### config.mk
export PLATFORM = sky130hd
export DESIGN_NAME = text_pixel_renderer
export DESIGN_NICKNAME = d
export VERILOG_FILES = /design/src/rtl/text_mode_pkg.sv /design/src/rtl/cursor_blink_timer.sv /design/src/rtl/text_pixel_renderer.sv
export SDC_FILE = /design/constraint.sdc
export NUM_CORES = 1
export LEC_CHECK = 0
export BUFFER_PORTS_ARGS = -buffer_cell sky130_fd_sc_hd__buf_2
export CAP_MARGIN = 20
export CELL_PAD_IN_SITES_DETAIL_PLACEMENT = 0
export CELL_PAD_IN_SITES_GLOBAL_PLACEMENT = 1
export CORE_MARGIN = 5
export CORE_UTILIZATION = 33
export CTS_CLUSTER_SIZE = 16
export DETAILED_ROUTE_END_ITERATION = 10
export PLACE_DENSITY = 0.82
export SLEW_MARGIN = 5
export SYNTH_ARGS = -nofsm -noshare
export SYNTH_HDL_FRONTEND = slang
export SYNTH_HIERARCHICAL = 1
export SYNTH_SLANG_ARGS = --single-unit
### constraint.sdc
create_clock -name CLOCK_150 -period 2.1 [get_ports CLOCK_150]
set_input_delay 0.21 -clock CLOCK_150 [delete_from_list [all_inputs] [get_ports CLOCK_150]]
set_output_delay 0.21 -clock CLOCK_150 [all_outputs]
set_load 0.02 [all_outputs]
### src/rtl/text_mode_pkg.sv
// Shared text-mode geometry for the glyph-lookup path: screen size, glyph size and derived field widths.
package text_mode_pkg;

  localparam int COLUMNS     = 80;
  localparam int ROWS        = 30;
  localparam int CHAR_W      = 8;
  localparam int CHAR_H      = 16;

  localparam int TEXT_ADDR_W = $clog2(COLUMNS * ROWS);
  localparam int CELL_X_W    = $clog2(CHAR_W);
  localparam int CELL_Y_W    = $clog2(CHAR_H);
  localparam int COL_W       = $clog2(COLUMNS);
  localparam int ROW_W       = $clog2(ROWS);

  localparam int SCREEN_W    = COLUMNS * CHAR_W;
  localparam int SCREEN_H    = ROWS * CHAR_H;

  // Per-pixel side information that travels alongside the buffer/font lookups.
  typedef struct packed {
    logic                valid;
    logic                cursor;
    logic [CELL_X_W-1:0] cell_x;
    logic [CELL_Y_W-1:0] cell_y;
  } cell_info_t;

endpackage

### src/rtl/cursor_blink_timer.sv
// Frame counter driving the cursor blink phase; built only when CURSOR_BLINK_EN is defined.
module cursor_blink_timer #(
  parameter int BLINK_FRAMES = 30
) (
  input  logic clk,
  input  logic reset,
  input  logic frame_start,
  output logic blink_phase
);

  localparam int CNT_W = (BLINK_FRAMES > 1) ? $clog2(BLINK_FRAMES) : 1;

  logic [CNT_W-1:0] frame_count;

  always_ff @(posedge clk) begin
    if (reset) begin
      frame_count <= '0;
      blink_phase <= 1'b0;
    end else if (frame_start) begin
      if (frame_count == CNT_W'(BLINK_FRAMES - 1)) begin
        frame_count <= '0;
        blink_phase <= ~blink_phase;
      end else begin
        frame_count <= frame_count + 1'b1;
      end
    end
  end

endmodule

### src/rtl/text_pixel_renderer.sv
// Five-stage text-mode pixel pipeline: raster -> text buffer -> font ROM -> monochrome pixel.
// Optional cursor blink overlay is enabled with the CURSOR_BLINK_EN macro.
module text_pixel_renderer
  import text_mode_pkg::*;
#(
  parameter int BLINK_FRAMES = 30
) (
  input  logic                   CLOCK_150,
  input  logic                   reset,
  input  logic [10:0]            pixel_x,
  input  logic [9:0]             pixel_y,
  input  logic                   pixel_active,
  input  logic                   frame_start,
  output logic [TEXT_ADDR_W-1:0] text_addr,
  input  logic [7:0]             text_data,
  output logic [7:0]             font_character,
  output logic [CELL_X_W-1:0]    font_cell_x,
  output logic [CELL_Y_W-1:0]    font_cell_y,
  input  logic                   font_pixel,
  input  logic [COL_W-1:0]       cursor_col,
  input  logic [ROW_W-1:0]       cursor_row,
  output logic                   pixel_out,
  output logic                   pixel_out_active
);

  logic             in_valid;
  logic [COL_W-1:0] col;
  logic [ROW_W-1:0] row;
  logic             cursor_hit;

  assign in_valid = pixel_active
                 && (pixel_x < 11'(SCREEN_W))
                 && (pixel_y < 10'(SCREEN_H));
  assign col = COL_W'(pixel_x >> CELL_X_W);
  assign row = ROW_W'(pixel_y >> CELL_Y_W);

`ifdef CURSOR_BLINK_EN
  logic blink_phase;

  cursor_blink_timer #(.BLINK_FRAMES(BLINK_FRAMES)) u_blink (
    .clk         (CLOCK_150),
    .reset       (reset),
    .frame_start (frame_start),
    .blink_phase (blink_phase)
  );

  assign cursor_hit = blink_phase && (col == cursor_col) && (row == cursor_row);
`else
  logic unused_cursor_inputs;
  assign unused_cursor_inputs = ^{frame_start, cursor_col, cursor_row} ^ (BLINK_FRAMES > 0);
  assign cursor_hit = 1'b0;
`endif

  logic [TEXT_ADDR_W-1:0] addr_next;
  cell_info_t             info_next;

  // NOTE: every output of a combinational block gets a default first, so no path leaves it unassigned and no latch is inferred.
  always_comb begin
    addr_next = '0;
    info_next = '0;
    if (in_valid) begin
      addr_next        = TEXT_ADDR_W'(row) * TEXT_ADDR_W'(COLUMNS) + TEXT_ADDR_W'(col);
      info_next.valid  = 1'b1;
      info_next.cursor = cursor_hit;
      info_next.cell_x = pixel_x[CELL_X_W-1:0];
      info_next.cell_y = pixel_y[CELL_Y_W-1:0];
    end
  end

  cell_info_t s1_info, s2_info;
  logic       s3_valid, s3_cursor, s4_valid, s4_cursor;

  // NOTE: sequential state uses non-blocking assignments so every stage samples its predecessor's pre-edge value.
  // NOTE: the pipeline holds only flops (no memory arrays), so all of it clears on reset and in-flight pixels vanish at once.
  always_ff @(posedge CLOCK_150) begin
    if (reset) begin
      text_addr        <= '0;
      s1_info          <= '0;
      s2_info          <= '0;
      font_character   <= '0;
      font_cell_x      <= '0;
      font_cell_y      <= '0;
      s3_valid         <= 1'b0;
      s3_cursor        <= 1'b0;
      s4_valid         <= 1'b0;
      s4_cursor        <= 1'b0;
      pixel_out        <= 1'b0;
      pixel_out_active <= 1'b0;
    end else begin
      text_addr      <= addr_next;
      s1_info        <= info_next;
      s2_info        <= s1_info;
      // text_data answers the address issued one stage earlier, so it is gated by that stage's valid.
      font_character <= s2_info.valid ? text_data : 8'h00;
      font_cell_x    <= s2_info.cell_x;
      font_cell_y    <= s2_info.cell_y;
      s3_valid       <= s2_info.valid;
      s3_cursor      <= s2_info.cursor;
      s4_valid       <= s3_valid;
      s4_cursor      <= s3_cursor;
      pixel_out        <= (font_pixel ^ s4_cursor) & s4_valid;
      pixel_out_active <= s4_valid;
    end
  end

endmodule
==> out/results.ini, run 1 <==
[final_layout]
areaGrowthSynthToFinish_pct = 31.3
most-common-layout-cells = buf_2, dfxtp_1, and2_1
drive_above_1_share = 0.365
final_util = 0.441
final_common_cell = buf_2
finalNetCount = 256
antenna_cells = 0

[sta]
final.min_clock_period_ps = 1730
worstMarginPinSlew_ps = 419
hold_violations = 0
finalSetupViolCount = 0
rsz0062_at_grt = no
fin_crit_sh = 0.823
setup-tns-final_ps = 0
skew_ps = 1.95
setup_slack_ps = 372
max_freq_ghz = 0.579
max-slew-margin-rel = 0.720
slew_viol_final = 0

[clocking]
postCtsResizedCells = 0
cts.sinks = 47
cts_tree = built
cts_buffer_depth = 2
post_cts_buffers = 0
numCtsBuffers = 5
htree_levels = 2
cts_hold_buf = 0
cts-root-buf = clkbuf_8
clkTransAtPathRegs_ps = 80
clk_latency_ps = 280

[flow_run]
cap_violations = 0

[detailed_routing]
viasPerCell = 4.21
met3_length_um = 227
top_layer_used = met4
detail-route-antenna-nets = 0
num_vias = 1070
route.detailed.drc = 0
wl_um = 2690
first_pass_iters = 4
wl_per_cell_um = 10.6
drt-met1-wl_um = 1070
drt_iter0_drc = 14
route.met2.wl_um = 1360

[floorplanning]
fp.dieArea_sq_mm = 0.00626
start_util = 0.336
io_pins = 75
die_h_um = 79.1
row_count = 25
die_w_um = 79.1
core_sq_mm = 0.00469

[power]
p_leak_nw = 1.04
ir_drop_v = 0.000262
power.switching_mw = 0.346
p_per_area_mw_per_mm2 = 868
switching_share = 0.193
pwr-share-comb = 0.086
clkPwrFrac = 0.413
cell_internal_pwr_mw = 1.45
seq_power_share = 0.501

[placement]
place_worst_setup_slack_ps = 72.9
gp_congestion = 0.798
port_buffers = 61
dp_hpwl_um = 2160

[worst_hold_path]
holdPathStages = 2
whs_endpoint = font_character[6]
hp-start = text_data[6]
min-delay-path-class = input port to flop

[global_routing]
track_usage = 0.0886
antenna_found_initial = 0
grt_first_pass_wirelength_um = 4290
grt_max_degree = 20
grt_overflow = 0
grt_pass1_vias = 1026

[synth]
yosysSeqAreaShare = 0.597
synth_area_per_cell_sq_um = 11.9
ys_ff_latch = 47
yosys_warnings = 6
syn_nets = 190
synth_area_sq_mm = 0.00158
synthCells = 133
ys_types = 24

[worst_setup_path]
cp_cell_sequence = buf_2, ha_1, ha_1, fa_1, xor2_1, nand4_1, or2_1, mux2i_1
crit_top_cell = ha_1
worstSetupPathType = input port to flop
cp.required_ps = 2320
r2r_slack_ps = 1310
cp_max_fo = 4
r2r-start = s2_info[8]
cp.buffers_inverters = 1
rr_endpoint = font_character[1]
start_kind = input port
worstPathArrival_ps = 1950
max_stage_delay_ps = 410
cp_slowest_cell = fa_1
rr_worst_depth = 2
cp_top_family = adder cells
end_kind = flop

[status]
outcome = complete, no violations

==> sequential cells by signal (all words and copies together) (netlist names) <==
| name | count |
|---|---|
| s3_valid | 1 |
| text_addr | 12 |
| s4_valid | 1 |
| pixel_out | 1 |
| pixel_out_active | 1 |
| font_character | 8 |
| font_cell_x | 3 |
| s1_info | 8 |
| font_cell_y | 4 |
| s2_info | 8 |
==> power by group through the flow <==
stage | combinational (mW) | sequential (mW) | clock [mW]
2_1_floorplan | 0.0878 | 0.927 | 0
3_3_place_gp | 0.154 | 0.921 | 0
3_5_place_dp | 0.156 | 0.921 | 0
4_1_cts | 0.158 | 0.900 | 0.776
5_1_grt | 0.176 | 0.901 | 0.812
6_report | 0.155 | 0.900 | 0.742
==> area by class of cell <==
type / count / area (sq um)
tap: 54 / 67.6
clock buffer: 6 / 72.6
timing repair buffer: 62 / 313
fill: 449 / 2620
clock inverter: 2 / 60.1
multi-input combinational: 82 / 612
inverter: 1 / 5.00
sequential: 47 / 941
==> Yosys cell counts <==
master | count | area share
fa_1 | 2 | 0.025
o21ai_1 | 1 | 0.0032
mux2i_1 | 1 | 0.0063
nand2_2 | 1 | 0.0040
dfxtp_1 | 47 | 0.60
o21ai_0 | 1 | 0.0032
nor2b_1 | 12 | 0.048
clkinv_2 | 1 | 0.0032
or2_1 | 1 | 0.0040
a21oi_1 | 3 | 0.0095
and2_1 | 22 | 0.087
ha_1 | 9 | 0.071
xnor2_1 | 3 | 0.017
and2b_1 | 6 | 0.029
a21o_1 | 3 | 0.014
nor4b_2 | 1 | 0.0095
nand3_1 | 3 | 0.0095
nor2_1 | 4 | 0.0095
clkbuf_1 | 2 | 0.0048
nand3_2 | 1 | 0.0063
nand4_1 | 2 | 0.0079
nand2_1 | 3 | 0.0071
buf_6 | 1 | 0.0071
xor2_1 | 3 | 0.017
==> cell families (layout without fill, tap and decap cells) <==
group	Yosys count	after routing	synth area share
multiplexers	1	1	0.00635
adder cells (fa/ha/maj)	11	11	0.0968
flip-flops	47	47	0.597
AND/OR/NAND/NOR	56	56	0.221
AO/OA/AOI/OAI	8	8	0.0301
XOR/XNOR	6	6	0.0333
buffers and inverters	4	71	0.0151
==> stage by stage <==
step	hold WS (ps)	instance area, sq um	total power, mW	instances
4_1_cts	101	2070	1.83	254
3_5_place_dp	412	1940	1.08	246
2_1_floorplan	282	1580	1.02	133
6_report	117	2070	1.80	254
5_1_grt	102	2070	1.89	254
3_3_place_gp	409	1940	1.07	246
==> routing by layer <==
layer,global-route usage,up-vias
met2,0.165,42
met3,0.0363,4
met4,0.0361,0
li1,-,558
met5,0,-
met1,0.0855,466
==> how the worst max path moves through the flow <==
stage	from	end	slack, ps	cells past startpoint
after CTS	pixel_y[5]	text_addr[9]	380	8
after floorplan	pixel_y[5]	text_addr[10]	240	7
after global routing	pixel_y[5]	text_addr[10]	250	8
final	pixel_y[5]	text_addr[10]	370	8
after global placement	pixel_y[5]	text_addr[10]	90	8
after detailed placement	pixel_y[5]	text_addr[9]	70	8
Note: power is estimated with default switching activity, not from simulation.
==> run 2: changes to the inputs <==
--- a/config.mk
+++ b/config.mk
@@ -10,10 +10,10 @@
 export CELL_PAD_IN_SITES_DETAIL_PLACEMENT = 0
 export CELL_PAD_IN_SITES_GLOBAL_PLACEMENT = 1
 export CORE_MARGIN = 5
-export CORE_UTILIZATION = 33
+export CORE_UTILIZATION = 30
 export CTS_CLUSTER_SIZE = 16
 export DETAILED_ROUTE_END_ITERATION = 10
-export PLACE_DENSITY = 0.82
+export PLACE_DENSITY = 0.79
 export SLEW_MARGIN = 5
 export SYNTH_ARGS = -nofsm -noshare
 export SYNTH_HDL_FRONTEND = slang
==> constraint.sdc (replaced) <==
create_clock -name CLOCK_150 -period 1.57 [get_ports CLOCK_150]
set_input_delay 0.157 -clock CLOCK_150 [delete_from_list [all_inputs] [get_ports CLOCK_150]]
set_output_delay 0.157 -clock CLOCK_150 [all_outputs]
set_load 0.02 [all_outputs]
==> run 2 against run 1 <==
Net effect:
- power grew 36%
- clock power grew 34%
- largest cell class unchanged
- global-route usage shrank 0.60 points
- non-clock buffer count grew 10
- critical path depth shrank 1
- via count grew 2.3%
- largest power group unchanged
- count of clock-buffer cells in the layout is the same
- combinational power grew 64%
==> out/results.ini, run 2 (synthesized netlist as in run 1, its figures left out) <==
[sta]
worstMarginPinSlew_ps = 350
fin_crit_sh = 0.937
max-slew-margin-rel = 0.766
holdWs_ps = 63.8
slew_viol_final = 0
setup-tns-final_ps = 0
final.min_clock_period_ps = 1470
finalSetupViolCount = 0
rsz0062_at_grt = no
max_freq_ghz = 0.679
hold_violations = 0
skew_ps = 1.69

[worst_setup_path]
start_kind = input port
cp.required_ps = 1790
end_kind = flop
rr_endpoint = font_character[6]
worstPathArrival_ps = 1690
cp_cell_sequence = buf_2, ha_4, ha_4, fa_2, nand4_1, or2_1, mux2i_1
cp_top_family = adder cells
max_stage_delay_ps = 550
r2r_slack_ps = 770
cp.buffers_inverters = 1
worstSetupPathType = input port to flop
r2r-start = s2_info[8]
cp_max_fo = 3
crit_top_cell = ha_4
rr_worst_depth = 2
cp_slowest_cell = fa_2

[floorplanning]
io_pins = 75
core_sq_mm = 0.00511
die_h_um = 82.5
row_count = 26
start_util = 0.309
fp.dieArea_sq_mm = 0.00680
die_w_um = 82.5

[power]
p_leak_nw = 1.09
ir_drop_v = 0.000375
p_per_area_mw_per_mm2 = 1110
finalPower_mw = 2.45

[clocking]
cts_hold_buf = 0
postCtsResizedCells = 0
cts_tree = built
htree_levels = 2
clk_latency_ps = 290
numCtsBuffers = 5
cts-root-buf = clkbuf_8
cts_buffer_depth = 2
clkTransAtPathRegs_ps = 80
cts.sinks = 47

[placement]
dp_hpwl_um = 2270
port_buffers = 61
gp_congestion = 0.775

[final_layout]
final_common_cell = buf_2
largest_reg_flops = 12
areaGrowthSynthToFinish_pct = 40.0
most-common-layout-cells = buf_2, dfxtp_1, and2_1
antenna_cells = 0
drive_above_1_share = 0.424
top_register = text_addr
finalNetCount = 266
final_util = 0.432
fill_cells = 505

[global_routing]
track_usage = 0.0826
met2_usage = 0.146
grt_overflow = 0
antenna_found_initial = 0
grt_first_pass_wirelength_um = 4110
gr-usage-met1 = 0.0831
met3_usage = 0.0358
grt_pass1_vias = 962
grt-busiest-layer = met2
grt_max_degree = 19

[detailed_routing]
drt_iter0_drc = 9
wl_um = 2790
route.detailed.drc = 0
viasPerCell = 3.91
wl_per_cell_um = 9.98
first_pass_iters = 4
num_vias = 1095
detail-route-antenna-nets = 0

[worst_hold_path]
min-delay-path-class = input port to flop
hp-start = pixel_x[2]
holdPathStages = 2
whs_endpoint = s1_info[6]

[flow_run]
cap_violations = 0

[status]
outcome = complete, no violations

## run 2: changes by cell type in the layout (fill, tap and decap cells not counted), sizes merged
cell,delta
buf,+10
## run 2: cell type report
class | count | area (sq um) | share of cell area
inverters | 1 | 5.00 | 0.00227
clock inverters | 2 | 60.1 | 0.0272
repair buffers | 72 | 388 | 0.176
multi-input cells | 82 | 653 | 0.296
flip-flops and latches | 47 | 941 | 0.426
clock buffers | 6 | 72.6 | 0.0329
well taps | 70 | 87.6 | 0.0397
## run 2: power breakdown
group	internal (mW)	switching, mW
registers	1.20	0.00199
clock network	0.636	0.358
logic	0.139	0.115
total	1.98	0.475
## run 2: repair_timing
| item | CTS | global route |
|---|---|---|
| endpoints found under the setup margin | 0 | 1 |
| setup buffers | 0 | 0 |
| hold endpoints to repair | 0 | 0 |
## run 2: worst max path at each step
stage / to / slack, ps / start / depth (start not counted)
2_1_floorplan: text_addr[10] / -90 / pixel_y[5] / 7
3_3_place_gp: text_addr[10] / -190 / pixel_y[5] / 8
3_5_place_dp: text_addr[10] / -230 / pixel_y[5] / 8
4_1_cts: text_addr[10] / 80 / pixel_y[5] / 8
5_1_grt: text_addr[10] / 9 / pixel_y[6] / 7
6_report: text_addr[10] / 100 / pixel_y[5] / 7
## run 2: stage by stage
step	setup slack (ps)	cell area, sq um	std cells
3_3_place_gp	-188	2070	272
2_1_floorplan	-94.8	1620	133
6_report	98.3	2210	280
5_1_grt	9.41	2210	280
4_1_cts	81.4	2210	280
3_5_place_dp	-228	2070	272
## run 2: per-layer routing
metal | vias up | part of all wire
met5 | - | 0
met4 | 0 | 0.018
met3 | 6 | 0.11
met2 | 41 | 0.50
met1 | 473 | 0.38
li1 | 575 | -
